### src/rtl/pc_predict_if.sv
// pc_predict_if: fetch-side bundle between the PC/BTB unit and its neighbours.
//   Control in : en, stall, bp_clear
//   Fetch out  : pc, pc_4, pred_hit, pred_taken, pred_target
//   Resolve in : res_valid, res_pc, res_taken, res_target, res_mispredict, res_redirect
// Modports: master = surrounding pipeline (drives control/resolve), slave = pc_predict_unit.
interface pc_predict_if #(
    parameter int unsigned ADDR_W = 10
);
    logic              en;
    logic              stall;
    logic              bp_clear;
    logic [ADDR_W-1:0] pc;
    logic [ADDR_W-1:0] pc_4;
    logic              pred_hit;
    logic              pred_taken;
    logic [ADDR_W-1:0] pred_target;
    logic              res_valid;
    logic [ADDR_W-1:0] res_pc;
    logic              res_taken;
    logic [ADDR_W-1:0] res_target;
    logic              res_mispredict;
    logic [ADDR_W-1:0] res_redirect;

    modport master (
        output en, stall, bp_clear,
        output res_valid, res_pc, res_taken, res_target, res_mispredict, res_redirect,
        input  pc, pc_4, pred_hit, pred_taken, pred_target
    );

    modport slave (
        input  en, stall, bp_clear,
        input  res_valid, res_pc, res_taken, res_target, res_mispredict, res_redirect,
        output pc, pc_4, pred_hit, pred_taken, pred_target
    );
endinterface

### src/rtl/pc_predict_unit.sv
// pc_predict_unit: fetch program counter with a direct-mapped BTB and per-entry
// saturating direction counters.
//   clk, rst : clock and synchronous active-high reset
//   bus      : pc_predict_if.slave (control, fetch prediction outputs, resolve/train inputs)
// Lookup is combinational on the registered pc; training and redirects take effect on the
// following rising edge.
module pc_predict_unit #(
    parameter int unsigned ADDR_W  = 10,
    parameter int unsigned ENTRIES = 16,
    parameter int unsigned CNT_W   = 2
) (
    input logic         clk,
    input logic         rst,
    pc_predict_if.slave bus
);
    localparam int unsigned IDX_W = $clog2(ENTRIES);
    localparam int unsigned TAG_W = ADDR_W - IDX_W;
    localparam logic [CNT_W-1:0] CNT_WT  = CNT_W'(1 << (CNT_W - 1));
    localparam logic [CNT_W-1:0] CNT_WNT = CNT_WT - CNT_W'(1);

    logic [ADDR_W-1:0] pc_q, pc_d;
    logic [ENTRIES-1:0] valid_q;
    logic [TAG_W-1:0]  tag_q    [ENTRIES];
    logic [ADDR_W-1:0] target_q [ENTRIES];
    logic [CNT_W-1:0]  ctr_q    [ENTRIES];

    // Lookup
    logic [IDX_W-1:0] idx;
    logic             hit;
    assign idx = pc_q[IDX_W-1:0];
    assign hit = valid_q[idx] && (tag_q[idx] == pc_q[ADDR_W-1:IDX_W]);

    assign bus.pc          = pc_q;
    assign bus.pc_4        = pc_q + ADDR_W'(1);
    assign bus.pred_hit    = hit;
    assign bus.pred_taken  = hit && ctr_q[idx][CNT_W-1];
    assign bus.pred_target = hit ? target_q[idx] : '0;

    // Next PC: a mispredict redirect overrides stall
    always_comb begin
        pc_d = bus.pc_4;
        if (bus.res_valid && bus.res_mispredict) begin
            pc_d = bus.res_redirect;
        end else if (bus.stall) begin
            pc_d = pc_q;
        end else if (bus.pred_taken) begin
            pc_d = bus.pred_target;
        end
    end

    // Training decode
    logic [IDX_W-1:0] r_idx;
    logic [TAG_W-1:0] r_tag;
    logic             r_hit;
    logic             ent_we;  // valid/tag/target write (taken: allocate or refresh)
    logic             ctr_we;
    logic [CNT_W-1:0] ctr_new;

    assign r_idx = bus.res_pc[IDX_W-1:0];
    assign r_tag = bus.res_pc[ADDR_W-1:IDX_W];
    assign r_hit = valid_q[r_idx] && (tag_q[r_idx] == r_tag);

    always_comb begin
        ent_we  = 1'b0;
        ctr_we  = 1'b0;
        ctr_new = ctr_q[r_idx];
        if (bus.en && bus.res_valid && !bus.bp_clear) begin
            if (r_hit) begin
                ctr_we = 1'b1;
                if (bus.res_taken) begin
                    ent_we  = 1'b1;
                    ctr_new = (ctr_q[r_idx] == '1) ? ctr_q[r_idx] : ctr_q[r_idx] + CNT_W'(1);
                end else begin
                    ctr_new = (ctr_q[r_idx] == '0) ? ctr_q[r_idx] : ctr_q[r_idx] - CNT_W'(1);
                end
            end else if (bus.res_taken) begin
                ent_we  = 1'b1;
                ctr_we  = 1'b1;
                ctr_new = CNT_WT;
            end
        end
    end

    always_ff @(posedge clk) begin
        if (rst) begin
            pc_q    <= '0;
            valid_q <= '0;
            for (int i = 0; i < int'(ENTRIES); i++) begin
                ctr_q[i] <= CNT_WNT;
            end
        end else if (bus.en) begin
            pc_q <= pc_d;
            if (bus.bp_clear) begin
                valid_q <= '0;
            end else if (ent_we) begin
                valid_q[r_idx] <= 1'b1;
            end
            if (ctr_we) begin
                ctr_q[r_idx] <= ctr_new;
            end
        end
    end

    // Tag/target need no reset: they are qualified by valid_q
    always_ff @(posedge clk) begin
        if (!rst && ent_we) begin
            tag_q[r_idx]    <= r_tag;
            target_q[r_idx] <= bus.res_target;
        end
    end
endmodule

### src/flat_wrapper.sv
// flat-port wrapper written by rule: the top's interface ports become plain ports
module pc_predict_unit_flat 
#(
    parameter int unsigned ADDR_W  = 10,
    parameter int unsigned ENTRIES = 16,
    parameter int unsigned CNT_W   = 2
)
  (clk, rst, bus_en, bus_stall, bus_bp_clear, bus_res_valid, bus_res_pc, bus_res_taken, bus_res_target, bus_res_mispredict, bus_res_redirect, bus_pc, bus_pc_4, bus_pred_hit, bus_pred_taken, bus_pred_target);
  pc_predict_if #(.ADDR_W(ADDR_W)) bus_i ();
  input logic clk;
  input logic rst;
  input wire logic [$bits(bus_i.en)-1:0] bus_en;
  input wire logic [$bits(bus_i.stall)-1:0] bus_stall;
  input wire logic [$bits(bus_i.bp_clear)-1:0] bus_bp_clear;
  input wire logic [$bits(bus_i.res_valid)-1:0] bus_res_valid;
  input wire logic [$bits(bus_i.res_pc)-1:0] bus_res_pc;
  input wire logic [$bits(bus_i.res_taken)-1:0] bus_res_taken;
  input wire logic [$bits(bus_i.res_target)-1:0] bus_res_target;
  input wire logic [$bits(bus_i.res_mispredict)-1:0] bus_res_mispredict;
  input wire logic [$bits(bus_i.res_redirect)-1:0] bus_res_redirect;
  output wire logic [$bits(bus_i.pc)-1:0] bus_pc;
  output wire logic [$bits(bus_i.pc_4)-1:0] bus_pc_4;
  output wire logic [$bits(bus_i.pred_hit)-1:0] bus_pred_hit;
  output wire logic [$bits(bus_i.pred_taken)-1:0] bus_pred_taken;
  output wire logic [$bits(bus_i.pred_target)-1:0] bus_pred_target;
  assign bus_i.en = bus_en;
  assign bus_i.stall = bus_stall;
  assign bus_i.bp_clear = bus_bp_clear;
  assign bus_i.res_valid = bus_res_valid;
  assign bus_i.res_pc = bus_res_pc;
  assign bus_i.res_taken = bus_res_taken;
  assign bus_i.res_target = bus_res_target;
  assign bus_i.res_mispredict = bus_res_mispredict;
  assign bus_i.res_redirect = bus_res_redirect;
  assign bus_pc = bus_i.pc;
  assign bus_pc_4 = bus_i.pc_4;
  assign bus_pred_hit = bus_i.pred_hit;
  assign bus_pred_taken = bus_i.pred_taken;
  assign bus_pred_target = bus_i.pred_target;
  pc_predict_unit #(.ADDR_W(ADDR_W), .ENTRIES(ENTRIES), .CNT_W(CNT_W)) u_core (.clk(clk), .rst(rst), .bus(bus_i));
endmodule
### config.mk
export PLATFORM = sky130hd
export DESIGN_NAME = pc_predict_unit_flat
export DESIGN_NICKNAME = d
export VERILOG_FILES = /design/src/rtl/pc_predict_if.sv /design/src/rtl/pc_predict_unit.sv /design/src/flat_wrapper.sv
export SDC_FILE = /design/constraint.sdc
export NUM_CORES = 1
export LEC_CHECK = 0
export ABC_AREA = 1
export BUFFER_PORTS_ARGS = -buffer_cell sky130_fd_sc_hd__buf_2
export CORE_UTILIZATION = 55
export CTS_CLUSTER_DIAMETER = 100
export CTS_CLUSTER_SIZE = 8
export DETAILED_ROUTE_END_ITERATION = 10
export PLACE_DENSITY = 0.73
export SYNTH_ARGS = -nofsm -noshare
export SYNTH_HDL_FRONTEND = slang
export SYNTH_SLANG_ARGS = --single-unit
### constraint.sdc
create_clock -name clk -period 3.8 [get_ports clk]
set_clock_uncertainty 0.1 [all_clocks]
set_input_delay 0.76 -clock clk [delete_from_list [all_inputs] [get_ports clk]]
set_output_delay 0.76 -clock clk [all_outputs]
set_load 0.01 [all_outputs]
==> out/metrics.cfg <==
[logic_synthesis]
synth.area.top_cells = edfxtp_1 (58%), nand2_1 (10%), nand3_1 (4.8%)
ys_ff_latch = 318
synth_cell_types = 41
synth_nets = 1541
yosysWarnings = 0
synth_area_mm2 = 0.0150
avgSynthCellArea_um2 = 9.99
syn_inst = 1502
synth_top_area_share = 0.576
yosys.area.top_type = edfxtp_1
seq_area_frac_synth = 0.616

[sta]
finalSetupTns_ns = 0
rsz0062_at_grt = false
period_share = 0.964
relSlewSlack = 0.236
hold_viol_final = 0
whs_ns = 0.371
setup_viol_count_final = 0
worst_pin_slew_ns = 1.14
clock.fmax_mhz = 273
final_period_minus_worst_setup_slack_ns = 3.66
maxSlewViolCount = 0

[grt]
grt.total_usage = 0.317
antenna_found_initial = 1
overflow = 0
grt_pass1_wl_um = 66200
grt_max_degree = 81
grt_pass1_vias = 11600

[detailed_routing]
via_count = 12000
drt_first_pass_iters = 6
drtIter0Drc = 1652
drc = 0
drt_wl_total_um = 44200
vias_per_cell = 6.12
ant_nets = 0
wl_per_cell_um = 22.6

[clock_network]
cts.htree.levels = 2
clkSlewWorstSetupHoldPaths_ns = 0.05
cts_buffer_depth = 3
cts_made_buffers = 45
cts_root_buf = clkbuf_16
clkSinkCount = 318
clk_latency_ns = 0.55
cts_tree = yes

[placed_design]
place_congestion = 0.900
hpwl_um = 26200
io_buffers = 69
place_area_mm2 = 0.0158

[power]
p_leak_nw = 6.72
ir_drop_v = 0.000409
p_per_area_mw_per_mm2 = 485

[critical_path]
critPathMaxFanout = 12
critPathKind = flip-flop to output pin
startpoint_type = flip-flop
critPathRequiredTime_ns = 2.94
arrival_ns = 2.80
ff2ff_path_depth = 11
critPathCaptureType = output pin

[hold_path]
hold_depth = 2
hold_path.class = input pin to flip-flop

[floorplan]
die_h_um = 167
placementRows = 60
core_mm2 = 0.0269
die_x_um = 167
io_pins = 70
initial_utilization = 0.558
die_area_mm2 = 0.0279

[outcome]
outcome = finished, final reports clean

[finish]
final_cell_mix = nand2_1 (415), edfxtp_1 (288), nand3_1 (143)
design_area_mm2 = 0.0173
drive_above_1_share = 0.153
final_common_cell = nand2_1
area_growth_pct = 15.0
insertedDiodeCount = 0
layout.nets = 1627

[flow_run]
cap_violations = 0

[per-layer routing]
metal	part of all wire	global-route usage	vias to the layer above
met3	0.12	0.0716	184
li1	-	-	5382
met2	0.45	0.498	822
met4	0.054	0.177	2
met1	0.37	0.411	5601
met5	0.00029	0	-
[cell type report]
| cell class | instances | area, um^2 |
|---|---|---|
| Clock buffer | 74 | 1270 |
| Inverter | 140 | 546 |
| Fill cell | 2142 | 9630 |
| Sequential cell | 318 | 9250 |
| Tap cell | 341 | 427 |
| Timing Repair Buffer | 124 | 878 |
| Clock inverter | 2 | 36.3 |
| Multi-Input combinational cell | 959 | 4840 |
[cells by family after synthesis]
kind of cell               count (synthesis)  synth area share
xor gates and xnor gates                   9           0.00525
adders and majority gates                  1          0.000834
DFF                                      318             0.616
buffers and inverters                    225            0.0660
and+or+nand+nor                          692             0.202
AOI/OAI and AO/OA                        257             0.110
[cell usage after synthesis (all sizes together)]
| library cell | n |
|---|---|
| o31ai | 6 |
| ha | 1 |
| inv | 136 |
| nand3 | 156 |
| buf | 62 |
| nand4 | 3 |
| edfxtp | 288 |
| nor2 | 102 |
| o21ai | 46 |
| a211o | 2 |
| nor3b | 1 |
| dfxtp | 30 |
| or2 | 2 |
| o211ai | 8 |
| clkbuf | 23 |
| clkinv | 4 |
| xor2 | 9 |
| a32o | 8 |
| a21oi | 99 |
| a22oi | 38 |
| o22ai | 23 |
| a31oi | 2 |
| a221oi | 13 |
| a221o | 12 |
| nor3 | 10 |
| nand2 | 418 |
[power by group]
part           switching, W  internal (W)
logic              0.000569      0.000244
clock network       0.00143       0.00225
registers         0.0000315       0.00384
[metrics by stage]
stage / total power, W / worst slack (ns) / utilization / cells
2_1_floorplan: 0.00443 / 0.762 / - / 1502
3_3_place_gp: 0.00470 / 0.287 / 0.589 / 1879
3_5_place_dp: 0.00471 / 0.226 / 0.589 / 1879
4_1_cts: 0.00837 / 0.0294 / 0.640 / 1957
5_1_grt: 0.00860 / 0.0175 / 0.642 / 1958
6_report: 0.00837 / 0.138 / 0.642 / 1958
[repair_timing]
| item | 4_1_cts | 5_1_grt |
|---|---|---|
| endpoints found under the setup margin | 11 | 11 |
| hold buffers | 0 | 0 |
| buffers inserted | 2 | 0 |
| hold endpoints to repair | 0 | 0 |
| cloned | 0 | 1 |
| resized for setup | 10 | 7 |
[worst paths after layout]
path / startpoint / to / slack (ns)
max: u_core.bus.pc[0]$_SDFFE_PP0P_ / bus_pc_4[9] / 0.14
min: rst / u_core.bus.pc[5]$_SDFFE_PP0P_ / 0.37
max reg2reg: flip-flop / flip-flop / 1.06
min reg2reg: u_core.valid_q[4]$_SDFFE_PP0P_ / u_core.valid_q[4]$_SDFFE_PP0P_ / 0.38
[critical path, stage by stage, from the launching register on]
cell and delay [ns]:
dfxtp_1 0.62, nand2_1 0.13, nor2_1 0.20, nand2_1 0.10, nor2_1 0.19, nand2_1 0.12, nor3_1 0.23, xor2_1 0.45
buf_2 0.23
[sequential cells by signal, indices dropped and copies added, names as in the netlist, named ones only]
register	count
u_core.target_q	160
u_core.tag_q	96
u_core.ctr_q	32
u_core.valid_q	16
u_core.bus.pc	10
(Power assumes the default switching activity.)
